<file path="src/rtl/audio_ctrl_pkg.sv">
// Shared types and defaults for the audio control-side blocks.
package audio_ctrl_pkg;

  typedef enum logic [1:0] {
    HOLD   = 2'd0,
    RAMP   = 2'd1,
    MUTING = 2'd2,
    MUTED  = 2'd3
  } gain_state_t;

  // 10 ms at 100 MHz
  localparam int unsigned DEFAULT_DEBOUNCE_CYCLES = 1000000;
  localparam int unsigned DEFAULT_RAMP_DIV        = 1;

  // Bits needed for a counter running 0..n-1 (at least one bit).
  function automatic int unsigned cnt_width(input int unsigned n);
    return (n <= 2) ? 1 : $clog2(n);
  endfunction

endpackage

</file>
<file path="src/rtl/sync_debounce.sv">
// Two-flop synchroniser followed by a stability counter. A new value is
// accepted only after it has differed from the stable value for COUNT
// consecutive cycles; any return to the stable value restarts the count.
module sync_debounce
  import audio_ctrl_pkg::*;
#(
  parameter int unsigned WIDTH = 1,
  parameter int unsigned COUNT = DEFAULT_DEBOUNCE_CYCLES
) (
  input  logic             i_clk,
  input  logic             i_resetn,
  input  logic [WIDTH-1:0] i_raw,
  output logic [WIDTH-1:0] o_stable
);

  localparam int unsigned     CW       = cnt_width(COUNT);
  localparam logic [CW-1:0]   CNT_LAST = CW'(COUNT - 1);
  localparam logic [CW-1:0]   CNT_ONE  = CW'(1);

  logic [WIDTH-1:0] r_sync1;
  logic [WIDTH-1:0] r_sync2;
  logic [WIDTH-1:0] r_stable;
  logic [CW-1:0]    r_cnt;

  // Synchronise the raw input, then qualify changes by how long they persist.
  always_ff @(posedge i_clk or negedge i_resetn) begin
    if (!i_resetn) begin
      r_sync1  <= '0;
      r_sync2  <= '0;
      r_stable <= '0;
      r_cnt    <= '0;
    end else begin
      r_sync1 <= i_raw;
      r_sync2 <= r_sync1;
      if (r_sync2 == r_stable) begin
        r_cnt <= '0;
      end else if (r_cnt == CNT_LAST) begin
        r_stable <= r_sync2;
        r_cnt    <= '0;
      end else begin
        r_cnt <= r_cnt + CNT_ONE;
      end
    end
  end

  assign o_stable = r_stable;

endmodule

</file>
<file path="src/rtl/axis_gain_sequencer.sv">
// Turns debounced volume switches and a mute button into a gain code that
// moves one LSB per RAMP_DIV audio frames toward its goal. Frame ends are
// observed on passive taps of the datapath slave AXIS handshake.
module axis_gain_sequencer
  import audio_ctrl_pkg::*;
#(
  parameter int unsigned SWITCH_WIDTH    = 4,
  parameter int unsigned GAIN_WIDTH      = 8,
  parameter int unsigned DEBOUNCE_CYCLES = DEFAULT_DEBOUNCE_CYCLES,
  parameter int unsigned RAMP_DIV        = DEFAULT_RAMP_DIV
) (
  input  logic                    clk,
  input  logic                    resetn,
  input  logic [SWITCH_WIDTH-1:0] sw,
  input  logic                    mute_btn,
  input  logic                    frame_valid,
  input  logic                    frame_ready,
  input  logic                    frame_last,
  output logic [GAIN_WIDTH-1:0]   gain,
  output logic                    gain_update,
  output logic                    muted,
  output logic                    ramp_busy
);

  localparam int unsigned REPL = GAIN_WIDTH / SWITCH_WIDTH;
  localparam int unsigned DW   = (cnt_width(RAMP_DIV) < 2) ? 2 : cnt_width(RAMP_DIV);
  localparam logic [DW-1:0]         DIV_LAST = DW'(RAMP_DIV - 1);
  localparam logic [DW-1:0]         DIV_ONE  = DW'(1);
  localparam logic [GAIN_WIDTH-1:0] GAIN_ONE = GAIN_WIDTH'(1);

  logic [SWITCH_WIDTH-1:0] w_sw_stable;
  logic [0:0]              w_btn_stable;
  logic                    r_btn_prev;
  logic                    w_toggle;
  logic [GAIN_WIDTH-1:0]   w_target;

  logic                    w_frame_end;
  logic [DW-1:0]           r_div;
  logic                    w_step;

  gain_state_t             r_state;
  logic                    w_mute_cur;
  logic                    w_mute_next;
  logic [GAIN_WIDTH-1:0]   w_goal_cur;
  logic [GAIN_WIDTH-1:0]   w_goal_next;
  logic [GAIN_WIDTH-1:0]   w_gain_next;

  logic [GAIN_WIDTH-1:0]   r_gain;
  logic                    r_update;
  logic                    r_muted;
  logic                    r_busy;

  sync_debounce #(
    .WIDTH (SWITCH_WIDTH),
    .COUNT (DEBOUNCE_CYCLES)
  ) u_sw_db (
    .i_clk    (clk),
    .i_resetn (resetn),
    .i_raw    (sw),
    .o_stable (w_sw_stable)
  );

  sync_debounce #(
    .WIDTH (1),
    .COUNT (DEBOUNCE_CYCLES)
  ) u_btn_db (
    .i_clk    (clk),
    .i_resetn (resetn),
    .i_raw    (mute_btn),
    .o_stable (w_btn_stable)
  );

  assign w_target    = {REPL{w_sw_stable}};
  assign w_toggle    = w_btn_stable[0] & ~r_btn_prev;
  assign w_frame_end = frame_valid & frame_ready & frame_last;
  assign w_step      = w_frame_end && (r_div == DIV_LAST);

  // Count frame ends modulo RAMP_DIV; the wrapping frame end is the step event.
  always_ff @(posedge clk or negedge resetn) begin
    if (!resetn) begin
      r_div <= '0;
    end else if (w_frame_end) begin
      r_div <= (r_div == DIV_LAST) ? '0 : r_div + DIV_ONE;
    end
  end

  // Goal follows the mute side the FSM lands on this cycle, so a toggle
  // coinciding with a step already steers that step.
  always_comb begin
    w_mute_cur  = (r_state == MUTING) || (r_state == MUTED);
    w_mute_next = w_mute_cur ^ w_toggle;
    w_goal_cur  = w_mute_cur  ? '0 : w_target;
    w_goal_next = w_mute_next ? '0 : w_target;
    w_gain_next = r_gain;
    if (w_step) begin
      if (r_gain < w_goal_next) begin
        w_gain_next = r_gain + GAIN_ONE;
      end else if (r_gain > w_goal_next) begin
        w_gain_next = r_gain - GAIN_ONE;
      end
    end
  end

  // Gain register, sequencing FSM and registered status outputs.
  always_ff @(posedge clk or negedge resetn) begin
    if (!resetn) begin
      r_state    <= HOLD;
      r_gain     <= '0;
      r_update   <= 1'b0;
      r_muted    <= 1'b0;
      r_busy     <= 1'b0;
      r_btn_prev <= 1'b0;
    end else begin
      r_btn_prev <= w_btn_stable[0];
      r_gain     <= w_gain_next;
      r_update   <= (w_gain_next != r_gain);
      r_busy     <= (r_gain != w_goal_cur);
      case (r_state)
        HOLD: begin
          if (w_toggle) begin
            r_state <= MUTING;
          end else if (w_gain_next != w_target) begin
            r_state <= RAMP;
          end
        end
        RAMP: begin
          if (w_toggle) begin
            r_state <= MUTING;
          end else if (w_gain_next == w_target) begin
            r_state <= HOLD;
          end
        end
        MUTING: begin
          if (w_toggle) begin
            r_state <= RAMP;
          end else if (w_gain_next == '0) begin
            r_state <= MUTED;
            r_muted <= 1'b1;
          end
        end
        MUTED: begin
          if (w_toggle) begin
            r_state <= RAMP;
            r_muted <= 1'b0;
          end
        end
        default: r_state <= HOLD;
      endcase
    end
  end

  assign gain        = r_gain;
  assign gain_update = r_update;
  assign muted       = r_muted;
  assign ramp_busy   = r_busy;

endmodule

</file>
<file path="config.mk">
export PLATFORM = sky130hd
export DESIGN_NAME = axis_gain_sequencer
export DESIGN_NICKNAME = d
export VERILOG_FILES = /design/src/rtl/audio_ctrl_pkg.sv /design/src/rtl/sync_debounce.sv /design/src/rtl/axis_gain_sequencer.sv
export SDC_FILE = /design/constraint.sdc
export NUM_CORES = 1
export LEC_CHECK = 0
export ABC_AREA = 1
export CAP_MARGIN = 25
export CORE_ASPECT_RATIO = 1.1
export CORE_MARGIN = 10
export CORE_UTILIZATION = 45
export CTS_BUF_LIST = sky130_fd_sc_hd__clkbuf_4 sky130_fd_sc_hd__clkbuf_8
export DETAILED_ROUTE_END_ITERATION = 8
export PLACE_DENSITY = 0.73
export SYNTH_ARGS = -nofsm -noshare
export SYNTH_HDL_FRONTEND = slang
export SYNTH_SLANG_ARGS = --single-unit
</file>
<file path="constraint.sdc">
create_clock -name clk -period 6.11 [get_ports clk]
set_input_delay 0.611 -clock clk [delete_from_list [all_inputs] [get_ports clk]]
set_output_delay 0.611 -clock clk [all_outputs]
set_load 0.005 [all_outputs]
</file>
Yosys cells after proc, flatten, opt, wreduce, memory -nomap -nowiden. Index checks and enable logic that the tools add are counted. Widths: inputs -> output; s select.

Register bits after elaboration: 71. Bits of input ports: 10.

Reductions and logical operators: 10. Multiplexer cells: 22. Magnitude comparators: 2. $add $sub $neg: 5. Bitwise operators: 7. Equal/unequal tests: 17.

Operators by type and width (count): $mux 20 (4); $add 20x1->20 const B (2); $eq 20x20->1 const B (2); $mux 8 (5); $ne 8x8->1 (3); $mux 2 (8); $add 8x1->8 const B (1); $eq 8x8->1 (1); $gt 8x8->1 (1); $logic_not 8->1 (1); $lt 8x8->1 (1); $pmux 2 s4 (1); $reduce_and 4->1 (2); $sub 8x1->8 const B (1); $ne 3x3->1 const B (2); $eq 2x2->1 const B (2); $eq 4x4->1 (1); $logic_not 2->1 (2); $ne 2x2->1 const B (2); $reduce_and 2->1 (2); $and 1x1->1 (3); $mux 1 (3); $ne 3x2->1 const B (1); $not 1->1 (3); 9 further kinds (9).

Longest topological paths before layout. Gate-level depths: netlist of run 1.

Depth after elaboration: 12. Depth in mapped cells: 27. Depth with buffers taken out: 27.

Hierarchy. Synthesis of run 1 repeated with hierarchy kept, for this count alone.

Cells, all modules: 602. Area, all modules: 4466.8 sq um.

By module, submodules not included: sync_debounce at u_sw_db (sequential area each 800.8 sq um, area each 1669.1 sq um, times used 1, cells each 218); axis_gain_sequencer (sequential area each 400.4 sq um, area each 1462.7 sq um, times used 1, cells each 223); sync_debounce at u_btn_db (sequential area each 575.6 sq um, area each 1335.0 sq um, times used 1, cells each 161).

Worst setup path before layout of run 1. Ideal clock, no wire load.

Path kind: reg2reg. Start point: register r_state[1]. End point: register r_state[0]. Clock period less this slack: 2686 ps. Data required time: 5993 ps. Library setup time: 117 ps. Buffers on the path: 1. Slack: 3424 ps. Cell stages (with the launch flop): 25. Data arrival time: 2569 ps. Cell sequence: dfrtp_1 -> clkbuf_1 -> inv_1 -> nor2_1 -> inv_1 -> nand2_1 -> inv_1 -> nand2_1 -> ha_1 -> a21oi_1 -> nor2_1 -> nor2_4 -> nand2_4 -> nand2_2 -> nand3_1 -> nand2_2 -> nand2_1 -> nand2_1 -> nand3_1 -> nor2_1 -> nand2_1 -> nand2_1 -> nand3_1 -> nand2_1 -> nand2_1.

Longest elaborated chain between the ends: 11.

Ends and longest elaborated chain: start: declaration (RTL line axis_gain_sequencer.sv:41) `gain_state_t r_state;`; start signal: assignment (RTL line axis_gain_sequencer.sv:107) `r_state <= HOLD;`; start signal: assignment (RTL line axis_gain_sequencer.sv:121) `r_state <= MUTING;`; start signal: assignment (RTL line axis_gain_sequencer.sv:123) `r_state <= RAMP;`; $eq 2x2->1 (RTL line axis_gain_sequencer.sv:90, axis_gain_sequencer.sv:118); $logic_or 1x1->1 (RTL line axis_gain_sequencer.sv:90) `w_mute_cur = (r_state == MUTING) || (r_state == MUTED);`; $xor 1x1->1 (RTL line axis_gain_sequencer.sv:91) `w_mute_next = w_mute_cur ^ w_toggle;`; $mux 8 (RTL line axis_gain_sequencer.sv:93) `w_goal_next = w_mute_next ? '0 : w_target;`; $gt 8x8->1 (RTL line axis_gain_sequencer.sv:98) `end else if (r_gain > w_goal_next) begin`; $mux 8 (RTL line axis_gain_sequencer.sv:98); $mux 8 (RTL line axis_gain_sequencer.sv:96) `if (r_gain < w_goal_next) begin`; $mux 8 (RTL line axis_gain_sequencer.sv:95) `if (w_step) begin`; $eq 8x8->1 (tied with other cells) (RTL line axis_gain_sequencer.sv:129) `end else if (w_gain_next == w_target) begin`; $ne 3x3->1 (no source line) or $ne 3x2->1 (tied branches); $reduce_and 4->1 (no source line).

Several ways; a longest one is shown, not always the timed one. A chain may end at the register's enable or synchronous reset.

Worst setup path in the final report of run 1.
Start point: register u_btn_db.r_stable, in the netlist u_btn_db.o_stable. End point: register r_state[0].

Longest elaborated chain between the ends: 10.

Ends and longest elaborated chain: start: declaration (RTL line sync_debounce.sv:22) `logic [WIDTH-1:0] r_stable;`; start signal: assignment (RTL line sync_debounce.sv:38) `r_stable <= r_sync2;`; $and 1x1->1 (*) (RTL line axis_gain_sequencer.sv:74) `assign w_toggle = w_btn_stable[0] & ~r_btn_prev;`; $xor 1x1->1 (RTL line axis_gain_sequencer.sv:91); $mux 8 (RTL line axis_gain_sequencer.sv:93); $gt 8x8->1 (RTL line axis_gain_sequencer.sv:98); $mux 8 (RTL line axis_gain_sequencer.sv:98); $mux 8 (RTL line axis_gain_sequencer.sv:96); $mux 8 (RTL line axis_gain_sequencer.sv:95); $eq 8x8->1 (tied with other cells) (RTL line axis_gain_sequencer.sv:129); $ne 3x3->1 (no source line) or $ne 3x2->1 (tied branches); $reduce_and 4->1 (no source line); end signal: assignment (RTL line axis_gain_sequencer.sv:128) `r_state <= MUTING;`; end signal: assignment (RTL line axis_gain_sequencer.sv:130) `r_state <= HOLD;`; end signal: assignment (RTL line axis_gain_sequencer.sv:135) `r_state <= RAMP;`.

Mark *: on every way between the ends. The rest lies on a longest branch, timed or not.

==> summary.md, run 1 <==
| Metric | Value |
|---|---|
| Outcome | completed |
| CTS tree | built |
| DR WL/cell | between 10 and 15 um |
| Post-synth EDFFs | 0 |
| Ys Warns | 0 |
| Cells after Synth | 501 |
| Share of cells above drive strength 1 | around 13% |
| Clock network power share | approximately a third |
| Crit Path Category | register to register |
| Top Metal Used | met4 |
| Worst Path Required | about 6400 ps |
| Switching part of the total | a little under a third |
| Setup TNS Final | 0 ps |
| Worst setup SP type | register |
| GR Util All Layers | 13.4% |
| Maxcap violations | 0 |
| Final net count | roughly 550 |
| # setup viols final | 0 |
| Final Util | between 50% and 60% |
| H-tree Lvls | 3 |
| Met2 WL post-DR | slightly above 4000 um |
| Part of the power in combinational logic | 17.8% |
| Slew Limit Fails | 0 |
| Fmax | about 0.32 GHz |
| Core Rows | 36 |
| Clock transition at path regs | 70 ps |
| First-pass GRT wire length | about 15,000 um |
| Reg power frac | 48.3% |
| Routed WL | between 8000 and 9000 um |
| CTS root buf | clkbuf_8 |
| Crit-path max FO | 7 |
| # IOs | 21 |
| Initial antenna violation count | 0 |
| Most used cell, CP | nand2_1 |
| Cts repair resizes | 0 |
| Vias in the first global route | approximately 3,300 |
| Final min period | ~3100 ps |
| Buffers on Ports | 20 |
| Post-synthesis register bit count | 71 |
| CP top delay family | simple AND/OR/NAND/NOR gates |
| Crit-path slowest cell | dfrtp_1 |
| Tightest Hold Check Type | register to register |
| Core ar. | between 8000 and 9000 um2 |
| Sequential area share after synthesis | 43.3% |
| Cell Pwr Density | 243 nW/um2 |
| Detail Route Antenna Nets | 0 |
| DRT Pass-1 Iters | 5 |
| Max stage delay on crit path | around 420 ps |
| Clk_skew | around 8.6 ps |
| CP Buf/Inv Count | 3 |
| Die Ht | roughly 120 um |
| Post-DP HPWL | roughly 6500 um |
| Largest net degree at the start of global routing | 72 |
| VDD IR max | 0.102 mV |
| Area delta synth->final | 12.6% |
| Number of diodes | 0 |
| Worst-path cell chain | inv_1 -> nor2_1 -> nor2_1 -> inv_1 -> nand2_1 -> inv_1 -> nand2_1 -> ha_1 -> nand2_1 -> nor2_2 -> nand2_1 -> nand3_1 -> nand2_1 -> nand3_1 -> nand2_1 -> nand2_1 -> nand2_1 -> nor2_1 -> nand3_1 -> nand2_1 -> nand3_1 -> nand2_1 -> nand2_1 |
| Hold Vio Cnt, Final | 0 |
| Num CTS Buffers | 9 |
| Critical Path AT | between 3000 and 4000 ps |
| Clk sinks | roughly 70 |
| DR vias/cell | around 5.3 |
| Initial Util | about 46% |
| Overflow after GRT | 0 |
| Post-CTS Setup Inserts | 0 |
| Static Leak | ~2.1 nW |
| Hold Buf Count CTS | 0 |
| Post-Syn Area | between 4000 and 5000 um2 |
| WHS | 352 ps |
| Post-Syn Nets | about 530 |
| Average size of a mapped cell | 8.18 um2 |
| Clock latency on the worst-skew pair | about 360 ps |
| Fill count | 847 |
| Routed vias | 3,422 |
| Chip Width | 111 um |
| Slew HR | approximately two fifths |
| Actual slew at the worst max-slew pin | about 900 ps |
| Internal Pwr Total | a little under 0.0008 W |
| Top_reg_cell synth | dfrtp_1 |
| Fin crit share | between 50 and 60% |
| Synth unique cells | 38 |
| Met3 wire len | around 440 um |
| Final GP Congestion | 0.948 |
| DRT iter0 DRCs | between 150 and 200 |
| WL met1 | between 3000 and 4000 um |
| RSZ-0062 raised after global routing | false |
| Die ar. | roughly 13,000 um2 |
| DR DRC count | 0 |
| Clk buf depth | 2 |
| Async set or reset register ratio after synthesis | 100% |
| Psw | 0.000339 W |
| Crit. End Element | register |
state kept, by name (all words and copies together), names as in the netlist:
| signal | cells |
|---|---|
| u_sw_db.r_sync2 | 4 |
| muted | 1 |
| gain | 8 |
| r_state | 2 |
| r_div | 2 |
| gain_update | 1 |
| u_sw_db.o_stable | 4 |
| u_btn_db.r_sync2 | 1 |
| u_btn_db.o_stable | 1 |
| r_btn_prev | 1 |
| u_sw_db.r_sync1 | 4 |
| ramp_busy | 1 |
| u_btn_db.r_sync1 | 1 |
| u_btn_db.r_cnt | 20 |
| u_sw_db.r_cnt | 20 |
per-layer routing:
metal,GRT usage (%),up-vias
met5,0,-
met2,21.7,82
met3,4.33,26
li1,-,1709
met1,16.0,1605
met4,6.19,0
cells by family after synthesis:
group | count (synthesis) | share of synthesized area (%)
AOI/OAI and AO/OA | 56 | 7.78
adders and majority gates | 14 | 4.27
DFF | 71 | 43.3
xor gates and xnor gates | 17 | 3.97
muxes | 4 | 1.10
buffers and inverters | 77 | 7.11
and+or+nand+nor | 262 | 32.4
cell usage in the layout (no fill, tap or decap), types with 11 or more instances in the layout:
cell type        instances
dfrtp_1                 71
clkdlybuf4s50_1         19
nand4_1                 19
nand3_1                 49
o21ai_0                 11
a21oi_1                 28
nor2_1                  46
ha_1                    14
nand2_1                 93
inv_1                   59
path summary, 6_finish.rpt:
| check | slack (ps) | start | depth (start not counted) | end |
|---|---|---|---|---|
| max in group asynchronous | 5060 | resetn | 2 | gain[4] |
| hold reg to reg | 350 | u_btn_db.r_sync1 | 0 | u_btn_db.r_sync2 |
| setup reg to reg | 2980 | u_btn_db.o_stable | 23 | r_state[0] |
| min in group asynchronous | 460 | resetn | 2 | u_sw_db.r_cnt[0] |
| hold / removal | 350 | u_btn_db.r_sync1 | 0 | u_btn_db.r_sync2 |
| setup / recovery | 2980 | u_btn_db.o_stable | 23 | r_state[0] |
cell type report:
class / count / area, um2 / area share (%)
Timing Repair Buffer: 21 / 203 / 4.39
Multi-Input combinational cell: 353 / 2030 / 44.0
Sequential cell: 71 / 1780 / 38.5
Clock inverter: 6 / 60.1 / 1.30
Inverter: 71 / 267 / 5.77
Tap cell: 114 / 143 / 3.09
Clock buffer: 10 / 138 / 2.98
Yosys cell counts, types with 3 or more instances:
master,number,share of area [%]
nand2_1,93,8.5
o21ai_0,11,1.3
clkbuf_1,4,0.37
nand4_1,19,2.9
xor2_1,9,1.9
nand3_1,49,6.0
mux2_2,4,1.1
nor3_1,9,1.1
inv_1,59,5.4
nand4_2,3,0.92
nor2_2,10,1.5
nor3_2,3,0.73
dfrtp_1,71,43
nand2_2,5,0.76
a211oi_1,3,0.55
nor4_1,6,0.92
nand3_2,6,1.5
nor2_4,5,1.4
o21ai_1,9,1.1
a21oi_1,28,3.4
nor2_1,46,4.2
xnor2_1,7,1.5
inv_2,10,0.92
ha_1,14,4.3
power groups by stage:
stage / sequential, W / combinational, W / clock [W]
6_report: 0.000542 / 0.000200 / 0.000379
5_1_grt: 0.000546 / 0.000237 / 0.000409
3_3_place_gp: 0.000549 / 0.000192 / 0
3_5_place_dp: 0.000550 / 0.000201 / 0
4_1_cts: 0.000541 / 0.000202 / 0.000387
2_1_floorplan: 0.000540 / 0.000138 / 0
metrics by stage:
stage	cell area (um2)	std cells	worst slack [ps]	total power, W
floorplan	4100	501	3420	0.000678
global placement	4420	630	3090	0.000741
detailed placement	4420	630	3000	0.000750
CTS	4620	646	2970	0.00113
global route	4620	646	2550	0.00119
finish	4620	646	2980	0.00112
Note: power is estimated with default switching activity, not from simulation.
==> inputs of run 2 (changes only) <==
Clock period 6.11 ns to 3.1 ns, I/O delays scaled along.
==> summary.md, run 2 (synthesized netlist as in run 1, its figures left out) <==
| Metric | Value |
|---|---|
| Outcome | completed |
| Share of cells above drive strength 1 | around a fifth |
| Static Leak | approximately 2.1 nW |
| Clock latency on the worst-skew pair | about 350 ps |
| # setup viols final | 0 |
| GR Util All Layers | about an eighth |
| # IOs | 21 |
| Final min period | between 2000 and 3000 ps |
| Fmax | approximately 0.34 GHz |
| H-tree Lvls | 3 |
| Crit. End Element | register |
| Routed vias | ~3,500 |
| Initial Util | a little under half |
| Crit-path max FO | 8 |
| Tightest Hold Check Type | input port to asynchronous set/reset pin |
| Reg2Reg Depth | 25 |
| Reg2reg setup slack | approximately 180 ps |
| Slew HR | around 44% |
| Crit Path Category | register to register |
| Core ar. | approximately 8900 um2 |
| Hold Vio Cnt, Final | 0 |
| CTS tree | built |
| DR WL/cell | about 14 um |
| Fin crit share | 94.4% |
| Crit Reg-Reg Startpoint | u_btn_db.o_stable |
| Final net count | roughly 560 |
| Reg-to-Reg End | r_state[0] |
| Fill count | roughly 800 |
| Worst Path Required | 3350 ps |
| DRT iter0 DRCs | about 210 |
| DRT Pass-1 Iters | 5 |
| Buffers on Ports | 20 |
| Number of diodes | 0 |
| Detail Route Antenna Nets | 0 |
| DR vias/cell | approximately 5.3 |
| Core Rows | 36 |
| Hold Buf Count CTS | 0 |
| Post-DP HPWL | ~6400 um |
| Cell Pwr Density | 453 nW/um2 |
| DR DRC count | 0 |
| WHS | slightly below 60 ps |
| Clk buf depth | 2 |
| Area delta synth->final | 19.1% |
| Die Ht | approximately 120 um |
| CTS root buf | clkbuf_8 |
| Crit-path slowest cell | dfrtp_1 |
| VDD IR max | 0.343 mV |
| Routed WL | 8860 um |
| Most frequent cells in the layout | nand2_1 (79), dfrtp_1 (71), inv_1 (56) |
| Slew Limit Fails | 0 |
| Clk sinks | 71 |
| Vias in the first global route | around 3,300 |
| Worst setup SP type | register |
| Final GP Congestion | roughly 0.97 |
| Overflow after GRT | 0 |
| Num CTS Buffers | 9 |
| First-pass GRT wire length | roughly 15,000 um |
| Largest net degree at the start of global routing | 39 |
| Actual slew at the worst max-slew pin | 846 ps |
| Most used cell, CP | nand2_1 |
| Die ar. | roughly 13,000 um2 |
| Setup TNS Final | 0 ps |
| Most common cell after layout, fill and taps aside | nand2_1 |
| Clk_skew | 8.33 ps |
| Critical Path AT | around 3200 ps |
| Clock transition at path regs | 80 ps |
| Maxcap violations | 0 |
| Initial antenna violation count | 0 |
| Max stage delay on crit path | roughly 400 ps |
| Chip Width | ~110 um |
==> run 2: cell types whose count changed in the layout (fill, tap and decap cells not counted), sizes merged <==
cell  before  now
buf        2   12
==> run 2: worst max-delay path by stage <==
stage                 startpoint    endpoint  slack, ps
6_report       u_btn_db.o_stable  r_state[0]        180
5_1_grt        u_btn_db.o_stable  r_state[0]        -50
4_1_cts        u_btn_db.o_stable  r_state[0]        110
3_5_place_dp   u_btn_db.o_stable  r_state[0]        110
3_3_place_gp   u_btn_db.o_stable  r_state[0]        230
2_1_floorplan         r_state[1]  r_state[0]        410
==> run 2: repair_timing <==
item,in CTS,in global routing
setup buffers,0,6
gates resized for setup,0,43
setup endpoints to repair,0,2
==> run 2: metrics by stage <==
| step | cell area [um2] | std cells | power, W | util [%] | setup slack, ps |
|---|---|---|---|---|---|
| 6_report | 4880 | 656 | 0.00221 | 55.0 | 175 |
| 5_1_grt | 4880 | 656 | 0.00235 | 55.0 | -46.2 |
| 4_1_cts | 4650 | 650 | 0.00221 | 52.4 | 107 |
| 3_5_place_dp | 4450 | 634 | 0.00147 | 50.2 | 111 |
| 3_3_place_gp | 4450 | 634 | 0.00145 | 50.2 | 226 |
| 2_1_floorplan | 4100 | 501 | 0.00134 | - | 414 |
==> run 2: worst max-delay path: cells and delay by family, from the launching register on <==
family | cells | cell delay, ps
flops | 1 | 400
simple gates | 19 | 1620
buf+inv | 5 | 510
fa+ha+maj | 1 | 300
==> run 2: layout make-up <==
cell class | count | area [um2] | share of cell area, %
clock buffer | 10 | 138 | 2.82
clock inverter | 6 | 60.1 | 1.23
inverter | 71 | 267 | 5.46
timing repair buffer | 31 | 290 | 5.94
sequential | 71 | 1780 | 36.4
multi-input combinational | 353 | 2210 | 45.3
tap | 114 | 143 | 2.92
==> run 2: routing by layer <==
layer	part of all wire [%]	GRT usage, %
met1	43	16.3
met2	48	21.1
met3	5.6	2.89
met4	2.7	6.99
met5	0	0
==> run 2: power breakdown <==
group / internal, W / switching [W]
Combinational: 0.000170 / 0.000242
Clock: 0.000389 / 0.000346
Sequential: 0.000994 / 0.0000718
Total: 0.00155 / 0.000660
